===== src/rtl/uart_receive.sv =====
// rtl/uart_receive.sv - 8N1 UART receiver, oversampled on clk_in with mid-bit sampling
// Strobes each good byte on new_data_out and flags low stop bits on framing_error_out.

module uart_receive #(
  parameter int INPUT_CLOCK_FREQ = 100_000_000,
  parameter int BAUD_RATE        = 9600
) (
  input  logic       clk_in,
  input  logic       rst_n_in,
  input  logic       rx_wire_in,
  output logic [7:0] data_byte_out,
  output logic       new_data_out,
  output logic       framing_error_out,
  output logic       busy_out
);

  localparam int P  = INPUT_CLOCK_FREQ / BAUD_RATE;
  localparam int H  = P / 2;
  localparam int CW = $clog2(P) + 1;
  localparam logic [CW-1:0] H_LAST = CW'(H - 1);
  localparam logic [CW-1:0] P_LAST = CW'(P - 1);

  generate
    if (P < 4) begin : g_bad_ratio
      $error("uart_receive: INPUT_CLOCK_FREQ / BAUD_RATE must be at least 4");
    end
  endgenerate

  typedef enum logic [1:0] {IDLE, START, DATA, STOP} state_t;

  state_t        state;
  logic          rx_meta;
  logic          rx_sync;
  logic          rx_prev;
  logic [CW-1:0] cnt;
  logic [2:0]    bit_idx;
  logic [7:0]    shift_reg;

  always_ff @(posedge clk_in or negedge rst_n_in) begin
    if (!rst_n_in) begin
      state             <= IDLE;
      rx_meta           <= 1'b1;
      rx_sync           <= 1'b1;
      rx_prev           <= 1'b1;
      cnt               <= '0;
      bit_idx           <= '0;
      shift_reg         <= '0;
      data_byte_out     <= 8'h00;
      new_data_out      <= 1'b0;
      framing_error_out <= 1'b0;
      busy_out          <= 1'b0;
    end else begin
      rx_meta           <= rx_wire_in;
      rx_sync           <= rx_meta;
      rx_prev           <= rx_sync;
      new_data_out      <= 1'b0;
      framing_error_out <= 1'b0;

      case (state)
        IDLE: begin
          busy_out <= 1'b0;
          // Only a falling edge starts a frame, so a line stuck low after a bad stop stays quiet.
          if (rx_prev && !rx_sync) begin
            state    <= START;
            cnt      <= '0;
            busy_out <= 1'b1;
          end
        end

        START: begin
          if (cnt == H_LAST) begin
            cnt <= '0;
            if (!rx_sync) begin
              state   <= DATA;
              bit_idx <= '0;
            end else begin
              state    <= IDLE;
              busy_out <= 1'b0;
            end
          end else begin
            cnt <= cnt + CW'(1);
          end
        end

        DATA: begin
          if (cnt == P_LAST) begin
            cnt       <= '0;
            shift_reg <= {rx_sync, shift_reg[7:1]};
            bit_idx   <= bit_idx + 3'd1;
            if (bit_idx == 3'd7) state <= STOP;
          end else begin
            cnt <= cnt + CW'(1);
          end
        end

        STOP: begin
          if (cnt == P_LAST) begin
            cnt      <= '0;
            state    <= IDLE;
            busy_out <= 1'b0;
            if (rx_sync) begin
              data_byte_out <= shift_reg;
              new_data_out  <= 1'b1;
            end else begin
              framing_error_out <= 1'b1;
            end
          end else begin
            cnt <= cnt + CW'(1);
          end
        end

        default: begin
          state    <= IDLE;
          busy_out <= 1'b0;
        end
      endcase
    end
  end

endmodule


===== config.mk =====
export PLATFORM = sky130hd
export DESIGN_NAME = uart_receive
export DESIGN_NICKNAME = d
export VERILOG_FILES = /design/src/rtl/uart_receive.sv
export SDC_FILE = /design/constraint.sdc
export NUM_CORES = 1
export LEC_CHECK = 0
export CAP_MARGIN = 20
export CORE_ASPECT_RATIO = 1.5
export CORE_MARGIN = 8
export CORE_UTILIZATION = 57
export CTS_CLUSTER_SIZE = 24
export DETAILED_ROUTE_END_ITERATION = 6
export GPL_ROUTABILITY_DRIVEN = 1
export GPL_TIMING_DRIVEN = 0
export PLACE_DENSITY = 0.75
export SYNTH_ARGS = -nofsm -noshare
export SYNTH_HDL_FRONTEND = slang
export SYNTH_SLANG_ARGS = --single-unit

===== constraint.sdc =====
create_clock -name clk_in -period 3.6 [get_ports clk_in]
set_input_delay 0.9 -clock clk_in [delete_from_list [all_inputs] [get_ports clk_in]]
set_output_delay 0.9 -clock clk_in [all_outputs]
set_load 0.02 [all_outputs]

-- After elaboration in Yosys (flattened, before gate mapping)
Index checks and enable logic that the tools add are counted.
W data, S select, Z words.
- bits in registers: 42
- input port bits: 3
- output and inout port bits: 11
- logic and storage cells: 63
- add/sub/neg operators: 2
- equal/unequal tests: 13
- muxes and demuxes: 26
- reduce and logical (&&, ||, !) cells: 11
- operators by type and width (cell ; count):
    $mux W15 ; 3
    $pmux W15 S3 ; 1
    $add A15 B1 Y15 const B ; 1
    $eq A15 B13 Y1 const B ; 1
    $eq A15 B14 Y1 const B ; 1
    $ne A2 B2 Y1 const B ; 7
    $mux W2 ; 6
    $mux W1 ; 10
    $mux W3 ; 3
    $pmux W2 S4 ; 1
    $reduce_and A4 Y1 ; 2
    $pmux W3 S2 ; 1
    $reduce_and A5 Y1 ; 1
    $eq A2 B2 Y1 const B ; 2
    $add A3 B1 Y3 const B ; 1
    $eq A3 B3 Y1 const B ; 1
    $pmux W1 S3 ; 1
    $reduce_and A3 Y1 ; 1
    $reduce_bool A3 Y1 ; 1
    $eq A2 B1 Y1 const B ; 1
    $logic_not A2 Y1 ; 1
    $reduce_and A2 Y1 ; 1
    $reduce_bool A2 Y1 ; 1
    $reduce_or A2 Y1 ; 1
    other kinds (2) ; 2

-- Depth between registers and ports, before layout
Gate-level depths: netlist (run 1).
- word-level depth: 4
- depth in mapped cells: 9
- gate-level depth less buffers: 6

-- Worst setup path before layout (run 1)
OpenSTA, ideal clock, no wires.
- path kind: reg-to-reg
- from: register cnt[0]
- to: register shift_reg[0]
- setup time: 0.125 ns
- arrival: 2.398 ns
- required time: 3.475 ns
- slack: 1.078 ns
- cell stages (with the launch flop): 8
- path buffers: 2
- clock period less this slack: 2.522 ns
- path through: dfrtp_1 -> ha_1 -> or4b_1 -> or4_1 -> buf_2 -> nor3b_2 -> buf_4 -> mux2_2
- longest elaborated chain between the ends: 2
- ends and longest elaborated chain (what ; RTL line ; text):
    start, declared ; 35 ; logic [CW-1:0] cnt;
    start signal, assigned ; 81 ; cnt <= cnt + CW'(1);
    start signal, assigned ; 92 ; cnt <= cnt + CW'(1);
    start signal, assigned ; 108 ; cnt <= cnt + CW'(1);
    $eq A15 B14 Y1 ; 86 ; if (cnt == P_LAST) begin
    $reduce_and A2 Y1 (no line) ; n/a ;
    end signal, assigned ; 88 ; shift_reg <= {rx_sync, shift_reg[7:1]};
    end, declared ; 37 ; logic [7:0] shift_reg;
Every way passes these cells.
A chain may end at the register's enable or synchronous reset.

-- Worst setup path after layout (run 1)
Ends and elaborated chain as after synthesis.

==> flow_summary.ini, run 1 <==
[run_status]
status = completed

[place]
place_congestion = 0.928
dp_cells = 223
post_dp_cell_area_um2 = 2100
port_buffers = 13
dp_hpwl_um = 2630

[worst_setup_path]
slowest_stage = or4_1
critPathMaxFanout = 10
cp-start-kind = flip-flop
crit_path_cell_trace = ha_1, or4b_1, or4_1, buf_2, nor3b_2, buf_4, mux2_2
critPathKind = reg -> reg
critPathRequiredTime_ns = 3.78
crit_path_max_incr_delay_ns = 0.54
r2r_slack_ns = 0.79
cp-end-kind = flip-flop
cp_data_arrival_time_ns = 2.99

[power_and_ir_drop]
ir_worst_vdd_mv = 0.359
p_leak_nw = 0.992
power.density_nw_per_um2 = 509
fin_total_pwr_mw = 1.12

[clock_network]
path_clk_slew_ns = 0.08
ctsResizeCount = 0
cts_setup_buffers = 0
clk_path_buf_depth = 2
cts.sinks = 42
cts_hold_buf = 0
clock_latency_ns = 0.29
htreeDepth = 2
numCtsBuffers = 5
cts_tree = yes
root_buffer = clkbuf_8

[sta]
finalSetupTns_ns = 0
setup_violations = 0
relSlewSlack_pct = 41.4
drv_slew = 0
worst_pin_slew_ns = 0.878
fin_skew_ns = 0.00607
finalHoldViolations = 0
fmax_mhz = 356
rsz0062_at_grt = no
fin_crit_ns = 2.81
finalCritPeriodShare_pct = 78.0

[logic_synthesis]
synth_cell_types = 38
yosysTopAreaCell = dfrtp_1
synth-edff-count = 0
synth_seq_cells = 42
synthTopCellsByCount = dfrtp_1, mux2_2, nand2_1, o21ai_0, nor2_1
synthTopCellsByArea = dfrtp_1, mux2_2, dfstp_2, o21ai_0, nand2_1
synth_top_cell_area_share_pct = 50.8
syn-num-nets = 174
synthCells = 168
syn-cell-area_um2 = 1920
async_flop_share_pct = 100
ys_seq_area_share_pct = 55.0
yosysWarnings = 0
synth_ff_type = dfrtp_1
avgSynthCellArea_um2 = 11.4
yosysMostFrequentCell = dfrtp_1

[finish]
nFillCells = 276
largest_reg_flops = 15
diodes = 0
postLayoutCellArea_um2 = 2190
multi_input_area_um2 = 791
drive_above_1_share_pct = 19.0
final_util_pct = 66.1
regArea_um2 = 1050
instances_no_fill = 231
nets = 194
syn_to_final_growth_pct = 14.2

[detailed_routing]
ant_nets = 0
routed.top_layer = met4
met1_length_um = 1570
wl_met3_um = 178
remaining_drc_errors = 0
firstDrtPassIters = 4
wl_per_cell_um = 16.3
routed_wl_um = 3770
wl_met2_um = 1900
via_count = 1407
drtIter0Drc = 56
via_per_inst = 6.09

[floorplan]
dieArea_um2 = 5520
dieHeight_um = 87.1
coreArea_um2 = 3320
die_w_um = 63.4
top_level_ports = 14
start_util_pct = 57.8
num_rows = 26

[grt]
grt_pass1_vias = 1482
antenna_found_initial = 0
overflow = 0
grt_max_degree = 43
grt_pass1_wl_um = 6650
track_usage_pct = 15.1

[run]
max_cap_viol_count = 0

[min_path]
hold_class = reg -> reg
## kinds of logic (layout without fill, tap and decap cells)
logic type	after synthesis	count (layout)	synth area share [%]
compound gates	39	39	13.2
simple gates	52	52	15.6
fa+ha+maj	3	3	1.96
mux	17	17	9.97
xor+xnor	1	1	0.456
buf+inv	14	35	3.85
flops	42	42	55.0
## critical path: cells and delay by family, from the launching register on
| kind | cells | cell delay, ns |
|---|---|---|
| adders and majority gates | 1 | 0.24 |
| buffers and inverters | 2 | 0.42 |
| DFF | 1 | 0.41 |
| muxes | 1 | 0.35 |
| and+or+nand+nor | 3 | 1.27 |
## final cells by class
class / count / area share (%)
timing repair buffer: 13 / 5.71
buffer: 7 / 2.17
clock buffer: 6 / 3.77
sequential: 42 / 48.1
tap: 42 / 2.40
clock inverter: 2 / 0.571
inverter: 7 / 1.20
multi-input combinational: 112 / 36.1
## stage by stage
stage          setup slack, ns  hold WS (ns)
2_1_floorplan             1.08         0.345
3_3_place_gp             0.642         0.346
3_5_place_dp             0.837         0.357
4_1_cts                  0.796         0.369
5_1_grt                  0.636         0.370
6_report                 0.793         0.366
## worst paths after layout
check | from | endpoint | cells past startpoint
setup / recovery | cnt[0]$_DFFE_PN0N_ | shift_reg[0]$_DFFE_PN0P_ | 7
hold / removal | rx_meta$_DFF_PN1_ | rx_sync$_DFF_PN1_ | 0
setup reg to reg | cnt[0]$_DFFE_PN0N_ | shift_reg[0]$_DFFE_PN0P_ | 7
hold reg to reg | rx_meta$_DFF_PN1_ | rx_sync$_DFF_PN1_ | 0
max in group asynchronous | rst_n_in | cnt[3]$_DFFE_PN0N_ | 1
min in group asynchronous | rst_n_in | cnt[8]$_DFFE_PN0N_ | 1
## layer usage
layer	vias to the layer above	GRT usage, %
met5	-	0
met1	693	16.8
met3	13	4.12
li1	659	-
met4	0	9.16
met2	42	25.0
## layout by cell type (no fill, tap or decap), types with 2 or more instances in the layout
| cell type | count |
|---|---|
| a21o_1 | 2 |
| or4_1 | 2 |
| ha_1 | 3 |
| nand2_1 | 15 |
| and3_1 | 2 |
| buf_6 | 2 |
| a22o_1 | 5 |
| nand3_1 | 5 |
| a31oi_1 | 7 |
| nor2_1 | 8 |
| dfstp_2 | 3 |
| or4b_1 | 2 |
| nor3_1 | 2 |
| a41oi_1 | 4 |
| a21oi_1 | 6 |
| inv_1 | 7 |
| nand4b_1 | 2 |
| clkdlybuf4s50_1 | 12 |
| clkbuf_8 | 6 |
| mux2_2 | 17 |
| nand4_1 | 2 |
| clkbuf_1 | 2 |
| dfrtp_1 | 39 |
| or3_1 | 3 |
| o21ai_0 | 12 |
| buf_2 | 3 |
## where the power goes
group	leakage [nW]	total, mW	switching, mW	internal, mW
Combinational	0.376	0.258	0.155	0.103
Clock	0.0472	0.316	0.162	0.154
Sequential	0.569	0.542	0.0376	0.504
No activity file was read; power rests on OpenSTA's default activity.
==> run 2: changes to the inputs <==
==> constraint.sdc (replaced) <==
create_clock -name clk_in -period 2.84 [get_ports clk_in]
set_input_delay 0.71 -clock clk_in [delete_from_list [all_inputs] [get_ports clk_in]]
set_output_delay 0.71 -clock clk_in [all_outputs]
set_load 0.02 [all_outputs]
==> run 2 against run 1 <==
Against the previous run: register-to-register slack lost 0.68 ns; flip-flop and latch count is the same; die area is the same; core utilization grew 2.8 points; clock skew shrank 0.0016 ns; largest cell class unchanged.
==> flow_summary.ini, run 2 (synthesized netlist as in run 1, its figures left out) <==
[floorplan]
coreArea_um2 = 3320
num_rows = 26
top_level_ports = 14
start_util_pct = 57.8
dieArea_um2 = 5520
dieHeight_um = 87.1
die_w_um = 63.4

[grt]
grt_pass1_vias = 1482
grt_pass1_wl_um = 6650
track_usage_pct = 15.1
antenna_found_initial = 0
grt_max_degree = 43
grt_util_met3_pct = 4.12
gr-usage-met1_pct = 16.8
overflow = 0
busiest_layer = met2
met2_usage_pct = 25.0

[detailed_routing]
via_count = 1445
drtIter0Drc = 68
wl_per_cell_um = 16.7
remaining_drc_errors = 0
ant_nets = 0
routed_wl_um = 3980
firstDrtPassIters = 4
via_per_inst = 6.07

[power_and_ir_drop]
power.density_nw_per_um2 = 651
p_leak_nw = 1.04
ir_worst_vdd_mv = 0.490

[finish]
largest_reg_flops = 15
final_util_pct = 68.9
final_cell_mix = dfrtp_1, mux2_2, nand2_1
syn_to_final_growth_pct = 19.1
layout_commonest_cell = dfrtp_1
diodes = 0
nets = 201
nFillCells = 254
postLayoutCellArea_um2 = 2290
drive_above_1_share_pct = 23.5

[worst_setup_path]
critPathKind = reg -> reg
cp-start-kind = flip-flop
cp_data_arrival_time_ns = 2.91
cp-end-kind = flip-flop
critPathMaxFanout = 7
critPathRequiredTime_ns = 3.02

[clock_network]
htreeDepth = 2
path_clk_slew_ns = 0.08
clock_latency_ns = 0.29
root_buffer = clkbuf_8
clk_path_buf_depth = 2
cts.sinks = 42
numCtsBuffers = 5
cts_tree = yes

[sta]
relSlewSlack_pct = 40.7
finalHoldViolations = 0
fmax_mhz = 366
worst_pin_slew_ns = 0.890
fin_skew_ns = 0.00448
finalSetupTns_ns = 0
finalCritPeriodShare_pct = 96.2
fin_crit_ns = 2.73
setup_violations = 0
drv_slew = 0

[place]
port_buffers = 13
place_congestion = 0.928
post_dp_cell_area_um2 = 2100
dp_hpwl_um = 2630

[min_path]
hold_class = reg -> reg

[run_status]
status = completed

[run]
max_cap_viol_count = 0
[run 2: final cells by class]
type                    instances  area, um^2  share of cell area [%]
flip-flops and latches         42        1060                    46.2
inverters                       7        26.3                    1.15
clock buffers                   6        82.6                    3.61
multi-input cells             112         815                    35.6
plain buffers                   7        56.3                    2.46
clock inverters                 2        12.5                   0.547
repair buffers                 20         185                    8.10
well taps                      42        52.6                    2.30
[run 2: critical path, stage by stage (launching register included)]
cell and delay [ns]:
dfrtp_1 0.42, ha_4 0.17, or4b_1 0.47, or4_1 0.55, clkbuf_4 0.21, nor3b_4 0.30, buf_6 0.17, mux2_2 0.33
[run 2: final timing paths]
path,to,slack (ns),from,cells after the start
max in group asynchronous,cnt[0]$_DFFE_PN0N_,1.70,rst_n_in,1
min in group asynchronous,cnt[8]$_DFFE_PN0N_,0.52,rst_n_in,1
hold reg to reg,rx_sync$_DFF_PN1_,0.37,rx_meta$_DFF_PN1_,0
setup / recovery,shift_reg[0]$_DFFE_PN0P_,0.11,cnt[1]$_DFFE_PN0N_,7
setup reg to reg,shift_reg[0]$_DFFE_PN0P_,0.11,cnt[1]$_DFFE_PN0N_,7
hold / removal,rx_sync$_DFF_PN1_,0.37,rx_meta$_DFF_PN1_,0
[run 2: what timing repair did]
item                                    4_1_cts  5_1_grt
endpoints found under the setup margin        0       22
hold buffers                                  0        0
resized for setup                             0       10
setup buffers                                 0        5
hold endpoints to repair                      0        0
[run 2: through the flow]
stage | cells | total power, mW | setup WS, ns | hold WS [ns]
floorplan | 168 | 0.924 | 0.318 | 0.345
global placement | 223 | 1.01 | 0.0715 | 0.346
detailed placement | 223 | 1.02 | 0.0769 | 0.357
CTS | 231 | 1.42 | 0.0357 | 0.369
global route | 238 | 1.57 | -0.0238 | 0.369
finish | 238 | 1.49 | 0.109 | 0.368
[run 2: metal layers]
metal	share of wire, %	up-vias
met5	0	-
met4	3.2	0
met3	4.6	11
met2	51	50
met1	41	711
li1	-	673
[run 2: report_power, final]
part	total [mW]	switching, mW	internal (mW)	leakage [nW]
Clock	0.402	0.206	0.195	0.0472
Combinational	0.387	0.209	0.178	0.425
Sequential	0.698	0.0578	0.640	0.568
Total	1.49	0.473	1.01	1.04
==> run 3: changes to the inputs <==
--- a/config.mk
+++ b/config.mk
@@ -8,12 +8,13 @@
 export CAP_MARGIN = 20
 export CORE_ASPECT_RATIO = 1.5
 export CORE_MARGIN = 8
-export CORE_UTILIZATION = 57
+export CORE_UTILIZATION = 53
+export CTS_BUF_LIST = sky130_fd_sc_hd__clkbuf_8 sky130_fd_sc_hd__clkbuf_16
 export CTS_CLUSTER_SIZE = 24
 export DETAILED_ROUTE_END_ITERATION = 6
 export GPL_ROUTABILITY_DRIVEN = 1
 export GPL_TIMING_DRIVEN = 0
-export PLACE_DENSITY = 0.75
+export PLACE_DENSITY = 0.81
 export SYNTH_ARGS = -nofsm -noshare
 export SYNTH_HDL_FRONTEND = slang
 export SYNTH_SLANG_ARGS = --single-unit
==> run 3 against run 2 <==
Against the previous run: worst hold slack better by 0.00098 ns; total power decreased by 2.2%; sequential power decreased by 1%; core utilization decreased by 6.6 points; maximum frequency up 0.29%; worst setup slack improved by 0.0079 ns; final area fell by 2.4%; non-clock buffer count is 6 lower; clock power increased by 5%; global-route usage fell by 0.37 points; clock skew hardly changed; largest cell class unchanged.
==> flow_summary.ini, run 3 (synthesized netlist as in run 1, its figures left out) <==
[clock_network]
root_buffer = clkbuf_8
clock_latency_ns = 0.30
numCtsBuffers = 5
htreeDepth = 2
cts.sinks = 42
cts_tree = yes
path_clk_slew_ns = 0.08
clk_path_buf_depth = 2

[grt]
overflow = 0
grt_pass1_vias = 1512
grt_pass1_wl_um = 7020
track_usage_pct = 14.7
antenna_found_initial = 0
grt_max_degree = 43

[sta]
worst_pin_slew_ns = 0.892
finalCritPeriodShare_pct = 95.9
setup_violations = 0
finalHoldViolations = 0
fmax_mhz = 367
fin_crit_ns = 2.72
relSlewSlack_pct = 40.5
rsz0062_at_grt = no
finalSetupTns_ns = 0
whs_ns = 0.369
fin_skew_ns = 0.00460
drv_slew = 0

[power_and_ir_drop]
ir_worst_vdd_mv = 0.470
power.density_nw_per_um2 = 652
p_leak_nw = 1.01

[detailed_routing]
routed_wl_um = 4160
drtIter0Drc = 68
remaining_drc_errors = 0
firstDrtPassIters = 4
via_per_inst = 6.23
via_count = 1452
wl_per_cell_um = 17.9
ant_nets = 0

[min_path]
hold_class = reg -> reg

[finish]
final_cell_mix = dfrtp_1, mux2_2, nand2_1
syn_to_final_growth_pct = 16.3
largest_reg_flops = 15
drive_above_1_share_pct = 20.0
diodes = 0
layout_commonest_cell = dfrtp_1
nets = 195
final_util_pct = 62.3

[floorplan]
start_util_pct = 53.6
dieHeight_um = 89.7
die_w_um = 65.1
dieArea_um2 = 5840
top_level_ports = 14
num_rows = 27
coreArea_um2 = 3580

[worst_setup_path]
critPathKind = reg -> reg
critPathRequiredTime_ns = 3.02
cp_data_arrival_time_ns = 2.91
cp-end-kind = flip-flop
critPathMaxFanout = 10
cp-start-kind = flip-flop

[run_status]
status = completed

[place]
port_buffers = 13
dp_hpwl_um = 2760
place_congestion = 0.955

[run]
max_cap_viol_count = 0
==> run 3: cell types whose count changed in the layout (fill, tap and decap cells not counted), sizes merged <==
cell / change
clkdlybuf4s15: -1
inv: +1
clkinv: -1
clkbuf: -1
buf: -4
==> run 3: critical path, stage by stage (launching register included) <==
cell	delay [ns]
dfrtp_1	0.40
ha_2	0.21
or4b_1	0.47
or4_1	0.55
buf_2	0.20
nor3b_4	0.25
buf_6	0.18
mux2_2	0.34
==> run 3: worst paths after layout <==
check / start / to / slack [ns] / cells after the start
setup / recovery: cnt[1]$_DFFE_PN0N_ / shift_reg[3]$_DFFE_PN0P_ / 0.12 / 7
hold / removal: rx_meta$_DFF_PN1_ / rx_sync$_DFF_PN1_ / 0.37 / 0
setup reg to reg: cnt[1]$_DFFE_PN0N_ / shift_reg[3]$_DFFE_PN0P_ / 0.12 / 7
hold reg to reg: rx_meta$_DFF_PN1_ / rx_sync$_DFF_PN1_ / 0.37 / 0
max in group asynchronous: rst_n_in / data_byte_out[1]$_DFFE_PN0P_ / 1.75 / 1
min in group asynchronous: rst_n_in / cnt[6]$_DFFE_PN0N_ / 0.52 / 1
==> run 3: stage by stage <==
stage / setup WS, ns / instance area, um^2 / instances / total power, mW
6_report: 0.116 / 2230 / 233 / 1.45
5_1_grt: 0.0117 / 2230 / 233 / 1.53
3_3_place_gp: 0.115 / 2100 / 224 / 1.01
2_1_floorplan: 0.318 / 1920 / 168 / 0.924
4_1_cts: 0.0418 / 2200 / 232 / 1.44
3_5_place_dp: 0.0895 / 2100 / 224 / 1.02
==> run 3: metal layers <==
metal  GRT usage [%]  wire [um]
met1            16.2       1640
met2            25.9       2260
met4            5.48         74
met5               0          0
met3            3.85        192
==> run 3: cell type report <==
| class | count | area (um^2) |
|---|---|---|
| flip-flops and latches | 42 | 1050 |
| clock buffers | 6 | 82.6 |
| fillers | 289 | 1350 |
| repair buffers | 14 | 145 |
| well taps | 43 | 53.8 |
| inverters | 7 | 26.3 |
| clock inverters | 2 | 16.3 |
| multi-input cells | 112 | 800 |
| plain buffers | 7 | 53.8 |
==> run 3: power breakdown <==
part / total (mW) / switching (mW) / internal, mW
clock network: 0.421 / 0.220 / 0.200
logic: 0.343 / 0.205 / 0.138
registers: 0.691 / 0.0521 / 0.639
==> run 3: repair_timing <==
item                       in CTS  in global routing
resized for setup               0                  5
buffers inserted                0                  1
setup endpoints to repair       0                 18
hold buffers                    0                  0
